### src/rtl/gpu_ctrl_regs.sv
// GPU control register block: channel start control, event status with
// write-one-to-clear, interrupt enables, scratch register and per-channel
// saturating event counters, behind a stall-free request/response bus.
module gpu_ctrl_regs #(
   parameter int unsigned N_CH        = 4,
   parameter bit          START_PULSE = 1'b0
) (
   input  logic            clk_i,
   input  logic            rst_i,
   // request side (regs_req bundle)
   input  logic            regs_req_i,
   input  logic            regs_we_i,
   input  logic [3:0]      regs_be_i,
   input  logic [31:0]     regs_addr_i,
   input  logic [31:0]     regs_wdata_i,
   output logic            regs_gnt_o,
   // response side (regs_rsp bundle)
   output logic            regs_rvalid_o,
   output logic [31:0]     regs_rdata_o,
   // channel side
   input  logic [N_CH-1:0] int_event_i,
   output logic [N_CH-1:0] start_o,
   output logic            interrupt_o
);

   localparam logic [3:0]  A_CTRL    = 4'h0;
   localparam logic [3:0]  A_STATUS  = 4'h1;
   localparam logic [3:0]  A_IRQ_EN  = 4'h2;
   localparam logic [3:0]  A_SCRATCH = 4'h3;
   localparam int unsigned A_CNT0    = 8;
   localparam int unsigned PADW      = 32 - N_CH;

   logic [N_CH-1:0] ctrl_q,    ctrl_d;
   logic [N_CH-1:0] status_q,  status_d;
   logic [N_CH-1:0] irq_en_q,  irq_en_d;
   logic [31:0]     scratch_q, scratch_d;
   logic [15:0]     cnt_q [N_CH];
   logic [15:0]     cnt_d [N_CH];
   logic [N_CH-1:0] evt_hist_q;
   logic            rvalid_q;
   logic [31:0]     rdata_q,   rdata_d;

   logic [3:0]      word;
   logic            acc;
   logic            wr;
   logic [N_CH-1:0] rise;
   logic [31:0]     rd_val;
   logic            unused_addr;

   assign word        = regs_addr_i[5:2];
   assign unused_addr = ^{regs_addr_i[31:6], regs_addr_i[1:0]};
   assign regs_gnt_o  = regs_req_i;
   assign acc         = regs_req_i;
   assign wr          = acc & regs_we_i;
   assign rise        = int_event_i & ~evt_hist_q;

   // Read multiplexer: value of the addressed register before any write.
   always_comb begin
      rd_val = '0;
      case (word)
         A_CTRL:    rd_val = {{PADW{1'b0}}, ctrl_q};
         A_STATUS:  rd_val = {{PADW{1'b0}}, status_q};
         A_IRQ_EN:  rd_val = {{PADW{1'b0}}, irq_en_q};
         A_SCRATCH: rd_val = scratch_q;
         default: begin
            for (int unsigned c = 0; c < N_CH; c++) begin
               if (word == 4'(A_CNT0 + c)) rd_val = {16'h0000, cnt_q[c]};
            end
         end
      endcase
   end

   // Response data: only reads return data, everything else returns zero.
   always_comb begin
      rdata_d = '0;
      if (acc && !regs_we_i) rdata_d = rd_val;
   end

   // Next-state for CTRL, STATUS and IRQ_EN (bit c lives in byte lane c/8).
   always_comb begin
      // In pulse mode any bit set on the last edge drops unless rewritten now.
      ctrl_d   = START_PULSE ? '0 : ctrl_q;
      status_d = status_q;
      irq_en_d = irq_en_q;
      for (int unsigned c = 0; c < N_CH; c++) begin
         if (wr && regs_be_i[c/8]) begin
            if (word == A_CTRL)   ctrl_d[c]   = regs_wdata_i[c];
            if (word == A_IRQ_EN) irq_en_d[c] = regs_wdata_i[c];
            if (word == A_STATUS && regs_wdata_i[c]) status_d[c] = 1'b0;
         end
      end
      // A new event overrides a simultaneous write-one-to-clear.
      status_d = status_d | rise;
   end

   // Next-state for SCRATCH, written per byte lane.
   always_comb begin
      scratch_d = scratch_q;
      for (int unsigned b = 0; b < 4; b++) begin
         if (wr && word == A_SCRATCH && regs_be_i[b])
            scratch_d[8*b +: 8] = regs_wdata_i[8*b +: 8];
      end
   end

   // Next-state for event counters: clear-write wins over increment, saturate at max.
   always_comb begin
      for (int unsigned c = 0; c < N_CH; c++) begin
         cnt_d[c] = cnt_q[c];
         if (wr && (regs_be_i != 4'b0000) && word == 4'(A_CNT0 + c))
            cnt_d[c] = '0;
         else if (rise[c] && (cnt_q[c] != 16'hFFFF))
            cnt_d[c] = cnt_q[c] + 16'd1;
      end
   end

   // State registers; reset also drops any transfer accepted during it.
   always_ff @(posedge clk_i or posedge rst_i) begin
      if (rst_i) begin
         ctrl_q     <= '0;
         status_q   <= '0;
         irq_en_q   <= '0;
         scratch_q  <= '0;
         evt_hist_q <= '0;
         rvalid_q   <= 1'b0;
         rdata_q    <= '0;
         for (int unsigned c = 0; c < N_CH; c++) cnt_q[c] <= '0;
      end else begin
         ctrl_q     <= ctrl_d;
         status_q   <= status_d;
         irq_en_q   <= irq_en_d;
         scratch_q  <= scratch_d;
         evt_hist_q <= int_event_i;
         rvalid_q   <= acc;
         rdata_q    <= rdata_d;
         for (int unsigned c = 0; c < N_CH; c++) cnt_q[c] <= cnt_d[c];
      end
   end

   assign regs_rvalid_o = rvalid_q;
   assign regs_rdata_o  = rdata_q;
   assign start_o       = ctrl_q;
   assign interrupt_o   = |(status_q & irq_en_q);

endmodule

### config.mk
export PLATFORM = sky130hd
export DESIGN_NAME = gpu_ctrl_regs
export DESIGN_NICKNAME = d
export VERILOG_FILES = /design/src/rtl/gpu_ctrl_regs.sv
export SDC_FILE = /design/constraint.sdc
export NUM_CORES = 1
export LEC_CHECK = 0
export ABC_AREA = 0
export CAP_MARGIN = 10
export CORE_MARGIN = 2
export CORE_UTILIZATION = 35
export CTS_CLUSTER_DIAMETER = 40
export DETAILED_ROUTE_END_ITERATION = 8
export PLACE_DENSITY = 0.59
export SLEW_MARGIN = 20
export SYNTH_ARGS = -nofsm -noshare
export SYNTH_HDL_FRONTEND = slang
export SYNTH_SLANG_ARGS = --single-unit
export TNS_END_PERCENT = 50
### constraint.sdc
create_clock -name clk_i -period 11 [get_ports clk_i]
set_input_delay 2.75 -clock clk_i [delete_from_list [all_inputs] [get_ports clk_i]]
set_output_delay 2.75 -clock clk_i [all_outputs]
set_load 0.03 [all_outputs]
==> impl_results.md, run 1 <==
* Outcome: finished, final reports clean
* Initial antenna violation count at 0
* EDFF count, synth at 0
* HPWL after DPL at roughly 13000 um
* H-tree levels at 4
* Seq/Total Area, Yosys at 0.507
* Crit path max-delay family: buffers and inverters
* Top FF cell, synth: dfrtp_1
* Synth top cells by count: dfrtp_1 (145), nand2_1 (57), a21oi_1 (46), mux2_2 (40), nand4_1 (28)
* DR vias at just under 6k
* First-pass GRT wire length at roughly 30000 um
* CTS resizes at 0
* Max Cap Viol at 0
* # DRC at 0
* Cells after Synth at between 600 and 700
* Top-count cell post-synth: dfrtp_1
* NumNets Final at approximately 820
* Combinational Power Share at 0.134
* Clock Latency Late Sink at roughly 430 ps
* Hold WS at between 400 and 500 ps
* Hold-fix buffers, CTS at 0
* Max-slew violations at 0
* Syn_nets at about 750
* RSZ-0062 raised after global routing: false
* Fin Setup TNS at 0 ps
* Pwr per Cell Area at 163 nW/um^2
* Worst min-delay path class: flop to flop
* I/O pin cnt at ~120
* Final setup vio count at 0
* Internal at between 1 and 1.5 mW
* Die H at approximately 150 um
* Synthesis Warnings at 0
* WP buf/inv at 2
* CP endpoint kind: output pin
* Cell accounting for the most synthesized area: dfrtp_1
* DRT antenna net count at 0
* Arrival time worst endpoint at about 4000 ps
* Die area at approximately 22000 um^2
* Critical path class: primary input to output pin
* Worst rel slew slack at 0.359
* Final WL at roughly 18000 um
* TritonCTS clock tree: yes
* Most used cell, CP: clkdlybuf4s50_1
* Global route overflow at 0
* Drt first-iter violations at 540
* Synth top area cells: dfrtp_1 (51%), mux2_2 (6.3%), mux2i_1 (3.5%), a21oi_1 (3.2%), nand2_1 (3.0%)
* Layout area overhead at 23.9%
* Antenna cells at 0
* Switching share of power at 0.298
* Global router's overall resource usage at 0.174
* NetSw at about 0.43 mW
* Port Buf Inserts at 86
* Syn_area_per_cell at around 11 um^2
* CP Cell Sequence: clkdlybuf4s50_1 -> clkdlybuf4s50_1
* Synth Register Bits at between 100 and 150
* Die X at roughly 150 um
* Drt wl/cell at approximately 18 um
* Final hold viol count at 0
* Clk pwr share at 0.407
* Largest net degree at the start of global routing at 84
* Layout Utilization at 0.439
* Number of library cell types mapped by synthesis at 51
* Fmax at roughly 150 MHz
* DR pass1 iterations at 5
* Max Root-Sink Buffers at 2
* Layout cells sized above 1 at 0.121
* Max FO, Critical Path at 4
* Row count at 52
* # fillers at approximately 1.9k
* Core box area at ~20000 um^2
* Final period utilization at 0.610
* Asr flop ratio synth at 1.00
* Synthesized area at 7150 um^2
* CTS Buf Count at 17
* Initial core utilization at 0.355
* Slowest CP cell: clkdlybuf4s50_1
* Vias in the first global route at roughly 5.6k
* Measured slew at the worst slew-check pin at ~950 ps
* Leakage power at between 3 and 4 nW
* CP required at just over 8000 ps
* Clock Sink Count at between 100 and 150
* Yosys top cell area share at 0.507
* Post-CTS setup buffer count at 0
* CP startpoint kind: primary input
* Gp weighted congestion at just under 0.9
* Seq pwr share at 0.460
* Final min period at roughly 6700 ps
* Peak VDD IR at 97.8 uV
* DR vias/cell at between 5 and 6
* Clk pin slew, worst setup/hold paths at ~60 ps
* Clk root buf: clkbuf_16
* Largest stage delay, worst path at 690 ps
* Fin Clk Skew at around 13 ps
-- sequential cells by signal, indices dropped and copies added (netlist names) --
| signal | flops |
|---|---|
| scratch_q | 32 |
| regs_rvalid_o | 1 |
| irq_en_q | 4 |
| start_o | 4 |
| cnt_q | 64 |
| evt_hist_q | 4 |
| status_q | 4 |
| regs_rdata_o | 32 |
-- power groups by stage --
stage | combinational (mW) | clock, mW | sequential (mW)
3_3_place_gp | 0.188 | 0 | 0.668
2_1_floorplan | 0.128 | 0 | 0.653
3_5_place_dp | 0.194 | 0 | 0.671
6_report | 0.193 | 0.586 | 0.663
5_1_grt | 0.216 | 0.624 | 0.674
4_1_cts | 0.195 | 0.600 | 0.662
-- per-layer routing --
layer  global-route usage  up-vias  wire (um)
met3               0.0329       29        836
met2                0.275      184       8730
li1                     -     2724          -
met1                0.239     2941       8360
met4               0.0668        0        483
met5                    0        -          0
-- metrics by stage --
| step | std cells | area, um^2 | power, mW | setup WS (ps) |
|---|---|---|---|---|
| after CTS | 1025 | 8850 | 1.46 | 4290 |
| final | 1025 | 8860 | 1.44 | 4290 |
| after floorplan | 665 | 7150 | 0.781 | 4360 |
| after global routing | 1025 | 8860 | 1.51 | 4260 |
| after global placement | 993 | 8240 | 0.856 | 4310 |
| after detailed placement | 993 | 8240 | 0.865 | 4290 |
-- final cells by class --
cell class,instances,area [um^2],share of cell area
Sequential cell,145,3630,0.409
Multi-Input combinational cell,478,3350,0.378
Timing Repair Buffer,92,906,0.102
Clock buffer,18,439,0.0496
Tap cell,270,338,0.0381
Clock inverter,14,168,0.0189
Inverter,8,35.0,0.00395
-- cell families (layout without fill, tap and decap cells) --
group / after synthesis / after routing / synth area share
xor gates and xnor gates: 2 / 2 / 0.00245
buffers and inverters: 42 / 132 / 0.0261
adders and majority gates: 4 / 4 / 0.00700
and+or+nand+nor: 246 / 246 / 0.194
DFF: 145 / 145 / 0.507
AOI/OAI and AO/OA: 157 / 157 / 0.152
muxes: 69 / 69 / 0.111
-- layout by cell type (no fill, tap or decap), types with 6 or more instances in the layout --
| master | instances |
|---|---|
| a21oi_1 | 46 |
| a222oi_1 | 12 |
| a22oi_1 | 6 |
| and2_1 | 19 |
| and3_1 | 6 |
| and4_1 | 9 |
| buf_4 | 6 |
| clkbuf_16 | 17 |
| clkdlybuf4s50_1 | 86 |
| dfrtp_1 | 145 |
| inv_1 | 7 |
| mux2_2 | 40 |
| mux2i_1 | 25 |
| nand2_1 | 57 |
| nand2b_1 | 12 |
| nand3_1 | 17 |
| nand4_1 | 28 |
| nor2_1 | 26 |
| nor2b_1 | 7 |
| nor3_1 | 10 |
| o21ai_0 | 20 |
| o2bb2ai_1 | 16 |
| o31ai_1 | 21 |
| or3_1 | 13 |
| or4_1 | 24 |
-- path summary, 6_finish.rpt --
| kind | from | to | slack, ps | cells past startpoint |
|---|---|---|---|---|
| setup / recovery | regs_req_i | regs_gnt_o | 4290 | 2 |
| hold / removal | scratch_q[31]$_DFFE_PP0P_ | regs_rdata_o[31]$_DFF_PP0_ | 470 | 1 |
| setup reg to reg | cnt_q[32]$_DFFE_PP0P_ | cnt_q[33]$_DFFE_PP0P_ | 8740 | 5 |
| hold reg to reg | scratch_q[31]$_DFFE_PP0P_ | regs_rdata_o[31]$_DFF_PP0_ | 470 | 1 |
| max in group asynchronous | rst_i | regs_rdata_o[25]$_DFF_PP0_ | 6830 | 3 |
| min in group asynchronous | rst_i | cnt_q[0]$_DFFE_PP0P_ | 2810 | 2 |
Note: power is estimated with default switching activity, not from simulation.
==> run 2: changes to the inputs <==
clock period = 6.8 ns   (was 11 ns; I/O delays follow)
==> run 2 against run 1 <==
Routed wire length up 4.3%. Die area is the same. Design area fell by 0.48%. First-iteration DRC count decreased by 13%. Critical path type unchanged. Via count is 0.60% higher. Clock skew is 4.9 ps lower. Count of clock-buffer cells in the layout did not move. Utilization decreased by 0.21 points. Critical endpoint unchanged. Largest power group unchanged. Sequential power is 63% higher.
==> impl_results.md, run 2 (synthesis gave the netlist of run 1 again) <==
* CP startpoint kind: primary input
* Max FO, Critical Path at 4 (unchanged)
* Row count at 52 (unchanged)
* Global router's overall resource usage at 0.183 (+0.00946)
* Placed cell area at 8240 um^2 (unchanged)
* Clk pin slew, worst setup/hold paths at 70 ps (about the same)
* Die area at 21600 um^2 (unchanged)
* Pwr per Cell Area at 259 nW/um^2 (+59%)
* # fillers at 1898 (+1.7%)
* Port Buf Inserts at 86 (unchanged)
* Clock Sink Count at 145 (unchanged)
* Die H at 147 um (unchanged)
* Outcome: finished, final reports clean
* Largest stage delay, worst path at 690 ps (about the same)
* Critical path class: primary input to output pin
* CTS Buf Count at 17 (unchanged)
* HPWL after DPL at 13600 um (+1.3%)
* Largest Register: cnt_q
* Max-slew violations at 0 (unchanged)
* Final hold viol count at 0 (unchanged)
* Crit path max-delay family: buffers and inverters
* RSZ-0062 raised after global routing: false
* NumNets Final at 822 (unchanged)
* CP Cell Sequence: clkdlybuf4s50_1 -> clkdlybuf4s50_1
* Seq pwr share at 0.472 (+0.012)
* NetSw at 0.691 mW (+61%)
* Clk pwr share at 0.391 (-0.016)
* Wire length on met3 at 883 um (+5.6%)
* I/O pin cnt at 115 (unchanged)
* Layout area overhead at 23.3%
* Combinational Power Share at 0.137 (+0.003)
* Final instance area at 8820 um^2 (-0.48%)
* Measured slew at the worst slew-check pin at 950 ps (-4.00 ps)
* CTS resizes at 0 (unchanged)
* Fmax at between 200 and 250 MHz
* Vias in the first global route at 5969 (+6.2%)
* WP buf/inv at 2 (unchanged)
* Worst rel slew slack at 0.364 (+0.00522)
* Footprint of the multi-input gates at 3350 um^2 (+0.15%)
* Layout cells sized above 1 at 0.122 (+0.00132)
* Worst min-delay path class: flop to flop
* Global route overflow at 0 (unchanged)
* Hold-fix buffers, CTS at 0 (unchanged)
* DR vias at 5913 (+0.60%)
* Max Cap Viol at 0 (unchanged)
* Fin Clk Skew at 7.67 ps (-4.93 ps)
* Gp weighted congestion at 0.896 (+2.0%)
* Clk root buf: clkbuf_16
* Clock Latency Late Sink at 430 ps (about the same)
* CP endpoint kind: output pin
* Drt first-iter violations at 471 (-13%)
* Final period utilization at 0.678
* Arrival time worst endpoint at 2910 ps (-1050 ps)
* Initial core utilization at 0.355 (unchanged)
* Leakage power at 3.56 nW (-0.60%)
* Final min period at about 4600 ps
* Internal at 1.59 mW (+57%)
* H-tree levels at 4 (unchanged)
* Largest net degree at the start of global routing at 100 (+19%)
* Max Root-Sink Buffers at 2 (unchanged)
* Slowest CP cell: clkdlybuf4s50_1
* Core box area at 20200 um^2 (unchanged)
* First-pass GRT wire length at 31500 um (+5.5%)
* Storage cell area at 3630 um^2 (unchanged)
* Max FFs per register at 64 (unchanged)
* # DRC at 0 (unchanged)
* Fin Setup TNS at 0 ps (unchanged)
* DRT antenna net count at 0 (unchanged)
* DR vias/cell at 5.77 (+0.60%)
* Most used cell, CP: clkdlybuf4s50_1
* TritonCTS clock tree: yes
* CP required at 5100 ps (-3150 ps)
* Most frequent cells in the layout: dfrtp_1 (145), clkdlybuf4s50_1 (86), nand2_1 (57), a21oi_1 (46), mux2_2 (40)
* Die X at 147 um (unchanged)
* Peak VDD IR at 156 uV (+60%)
* Post-CTS setup buffer count at 0 (unchanged)
* DR top layer: met4
* DR pass1 iterations at 5 (unchanged)
* Switching share of power at 0.303 (+0.00485)
* Antenna cells at 0 (unchanged)
* Final WL at 19200 um (+4.3%)
* Initial antenna violation count at 0 (unchanged)
* Routed metal-1 wirelength at 8710 um (+4.1%)
* Met2 WL at 9190 um (+5.3%)
* Final setup vio count at 0 (unchanged)
* Drt wl/cell at 18.7 um (+4.3%)
* Commonest non-fill, non-tap cell in the layout: dfrtp_1
[run 2: metal layers]
| layer | vias to the layer above | track usage |
|---|---|---|
| li1 | 2724 | - |
| met1 | 2967 | 0.249 |
| met2 | 192 | 0.292 |
| met3 | 30 | 0.0363 |
| met4 | 0 | 0.0702 |
| met5 | - | 0 |
[run 2: power groups by stage]
stage / clock, mW / combinational [mW] / sequential [mW]
6_report: 0.892 / 0.313 / 1.08
5_1_grt: 0.948 / 0.351 / 1.09
4_1_cts: 0.909 / 0.315 / 1.07
3_5_place_dp: 0 / 0.313 / 1.09
3_3_place_gp: 0 / 0.304 / 1.08
2_1_floorplan: 0 / 0.208 / 1.06
[run 2: layout make-up]
| cell class | instances | share of cell area |
|---|---|---|
| flip-flops and latches | 145 | 0.411 |
| well taps | 270 | 0.0383 |
| multi-input cells | 478 | 0.380 |
| repair buffers | 92 | 0.103 |
| clock buffers | 18 | 0.0498 |
| inverters | 8 | 0.00397 |
| clock inverters | 14 | 0.0136 |
[run 2: per-stage QoR]
step	cells	total power, mW	setup WS, ps	util	hold WS [ps]
after CTS	1025	2.30	2180	0.436	477
after global routing	1025	2.39	2130	0.437	486
after detailed placement	993	1.40	2180	0.409	461
final	1025	2.28	2190	0.437	476
after floorplan	665	1.26	1210	-	447
after global placement	993	1.38	2190	0.409	453
[run 2: path summary, 6_finish.rpt]
| path | slack (ps) | cells past startpoint | from | to |
|---|---|---|---|---|
| min in group asynchronous | 1820 | 2 | rst_i | regs_rdata_o[16]$_DFF_PP0_ |
| worst min-delay path | 480 | 1 | scratch_q[29]$_DFFE_PP0P_ | regs_rdata_o[29]$_DFF_PP0_ |
| worst max-delay path | 2190 | 2 | regs_req_i | regs_gnt_o |
| worst max register to register | 4660 | 4 | evt_hist_q[0]$_DFF_PP0_ | cnt_q[54]$_DFFE_PP0P_ |
| max in group asynchronous | 3760 | 3 | rst_i | regs_rdata_o[11]$_DFF_PP0_ |
| worst min register to register | 480 | 1 | scratch_q[29]$_DFFE_PP0P_ | regs_rdata_o[29]$_DFF_PP0_ |
==> run 3: changes to the inputs <==
PLACE_DENSITY = 0.61   (was 0.59)
clock period = 4.1 ns   (was 6.8 ns; I/O delays follow)
==> run 3 against run 2 <==
Clock power up 82%. Via count fell by 3.6%. Register-to-register slack worse by 2700 ps. Critical endpoint unchanged. Non-clock buffer count grew 5. Utilization rose by 0.48 points. Sequential cell count unchanged. Worst setup slack got worse by 1300 ps.
==> impl_results.md, run 3 (synthesis gave the netlist of run 1 again) <==
* Largest stage delay, worst path at 690 ps (about the same)
* Core box area at 20200 um^2 (unchanged)
* Measured slew at the worst slew-check pin at 827 ps (-123 ps)
* Clk pwr share at 0.415 (+0.024)
* H-tree levels at 4 (unchanged)
* Max Root-Sink Buffers at 2 (unchanged)
* Max Cap Viol at 0 (unchanged)
* Final min period at 3260 ps
* Clk pin slew, worst setup/hold paths at 70 ps (about the same)
* Critical path depth at 2 (unchanged)
* CTS Buf Count at 17 (unchanged)
* CP startpoint kind: primary input
* Combinational Power Share at 0.131 (-0.006)
* Cell Count Post-Placement at 998 (+0.50%)
* NetSw at 1.15 mW (+66%)
* Final period utilization at 0.796
* Clock Latency Late Sink at 420 ps (about the same)
* Most used cell, CP: clkdlybuf4s50_1
* Switching share of power at 0.293 (-0.00946)
* Layout area overhead at 24.7%
* Drt wl/cell at 17.8 um (-5.0%)
* Internal at 2.76 mW (+73%)
* Worst rel slew slack at 0.449 (+0.0842)
* CP required at 3070 ps (-2030 ps)
* HPWL after DPL at 12900 um (-4.9%)
* TritonCTS clock tree: yes
* Placed cell area at 8290 um^2 (+0.59%)
* Peak VDD IR at 239 uV (+53%)
* Arrival time worst endpoint at 2240 ps (-670 ps)
* Most frequent cells in the layout: dfrtp_1 (145), clkdlybuf4s50_1 (86), nand2_1 (57), a21oi_1 (46), mux2_2 (40)
* Fin Setup TNS at 0 ps (unchanged)
* First-pass GRT wire length at 29700 um (-5.9%)
* Final hold viol count at 0 (unchanged)
* Top Usage Layer GRT: met2
* Worst min-delay path class: flop to flop
* Met3 global-route usage at 0.0258 (-0.0106)
* Hold-fix buffers, CTS at 0 (unchanged)
* Hold WS at 475 ps (-1.10 ps)
* Layout Utilization at 0.442 (+0.00484)
* Clk root buf: clkbuf_16
* RSZ-0062 raised after global routing: false
* CP Cell Sequence: clkdlybuf4s50_1 -> clkdlybuf4s50_1
* Max FO, Critical Path at 4 (unchanged)
* Final setup vio count at 0 (unchanged)
* Max FFs per register at 64 (unchanged)
* Global route overflow at 0 (unchanged)
* Worst setup path end: regs_gnt_o
* Vias in the first global route at 5363 (-10%)
* DR vias/cell at 5.54 (-4.0%)
* Crit path max-delay family: buffers and inverters
* R2r endpoint: cnt_q[12]$_DFFE_PP0P_
* Flop-to-flop setup slack at 2010 ps (-2650 ps)
* DR pass1 iterations at 6 (+1)
* Global router's overall resource usage at 0.173 (-0.0102)
* # DRC at 0 (unchanged)
* Non-filler cells, final at 1030 (+0.49%)
* Grt met2 use at 0.273 (-0.0192)
* Fin Clk Skew at 8.52 ps (+0.851 ps)
* NumNets Final at 827 (+0.61%)
* Outcome: finished, final reports clean
* Commonest non-fill, non-tap cell in the layout: dfrtp_1
* Gp weighted congestion at 0.797 (-11%)
* Drt first-iter violations at 385 (-18%)
* I/O pin cnt at 115 (unchanged)
* R2r startpoint: cnt_q[0]$_DFFE_PP0P_
* Port Buf Inserts at 86 (unchanged)
* Place WS at 830 ps (-1350 ps)
* Initial antenna violation count at 0 (unchanged)
* CTS resizes at 0 (unchanged)
* Crit path from: regs_req_i
* Pwr per Cell Area at 438 nW/um^2 (+69%)
* Critical path class: primary input to output pin
* R2R depth at 5 (+1)
* Initial core utilization at 0.355 (unchanged)
* Largest net degree at the start of global routing at 146 (+46%)
* Post-CTS setup buffer count at 0 (unchanged)
* Clock Sink Count at 145 (unchanged)
* Met1 Use GR at 0.248 (-0.000549)
* Power, Total at 3.91 mW (+71%)
* Final instance area at 8920 um^2 (+1.1%)
* Largest Register: cnt_q
* Die area at 21600 um^2 (unchanged)
* Row count at 52 (unchanged)
* Fmax at between 300 and 400 MHz
* CP endpoint kind: output pin
* # fillers at 1876 (-1.2%)
* Final WS setup at 838 ps (-1350 ps)
* Layout cells sized above 1 at 0.126 (+0.00446)
* Die X at 147 um (unchanged)
* Die H at 147 um (unchanged)
* Leakage power at 3.61 nW (+1.5%)
* DRT antenna net count at 0 (unchanged)
* Seq pwr share at 0.454 (-0.018)
* Antenna cells at 0 (unchanged)
* WP buf/inv at 2 (unchanged)
* Max-slew violations at 0 (unchanged)
* DR vias at 5702 (-3.6%)
* Final WL at 18300 um (-4.5%)
* Slowest CP cell: clkdlybuf4s50_1
[run 3: changes by cell type in the layout (fill, tap and decap cells not counted), sizes merged]
cell / change
buf: +5
clkbuf: -1
clkinv: -1
bufinv: +2
[run 3: cell type report]
class | instances | area [um^2] | share of cell area
sequential | 145 | 3630 | 0.407
multi-input combinational | 478 | 3350 | 0.375
timing repair buffer | 97 | 956 | 0.107
clock buffer | 17 | 425 | 0.0477
tap | 270 | 338 | 0.0379
clock inverter | 15 | 188 | 0.0210
inverter | 8 | 33.8 | 0.00379
[run 3: power by group through the flow]
stage	registers [mW]	clock network (mW)	logic [mW]
2_1_floorplan	1.75	0	0.345
3_3_place_gp	1.79	0	0.508
3_5_place_dp	1.80	0	0.515
4_1_cts	1.77	1.65	0.517
5_1_grt	1.80	1.73	0.576
6_report	1.77	1.62	0.511
[run 3: worst min-delay path by stage]
| stage | startpoint | endpoint | slack, ps | depth (start not counted) |
|---|---|---|---|---|
| after global routing | scratch_q[22]$_DFFE_PP0P_ | regs_rdata_o[22]$_DFF_PP0_ | 500 | 1 |
| after CTS | scratch_q[19]$_DFFE_PP0P_ | regs_rdata_o[19]$_DFF_PP0_ | 480 | 1 |
| final | scratch_q[17]$_DFFE_PP0P_ | regs_rdata_o[17]$_DFF_PP0_ | 470 | 1 |
| after detailed placement | scratch_q[19]$_DFFE_PP0P_ | regs_rdata_o[19]$_DFF_PP0_ | 460 | 1 |
| after global placement | scratch_q[26]$_DFFE_PP0P_ | regs_rdata_o[26]$_DFF_PP0_ | 450 | 1 |
| after floorplan | scratch_q[16]$_DFFE_PP0P_ | regs_rdata_o[16]$_DFF_PP0_ | 450 | 1 |
[run 3: per-layer routing]
layer	routed length, um	share of wire	vias up
met5	0	0	-
met4	230	0.013	0
met3	688	0.038	18
met2	8750	0.48	130
met1	8660	0.47	2827
li1	-	-	2727
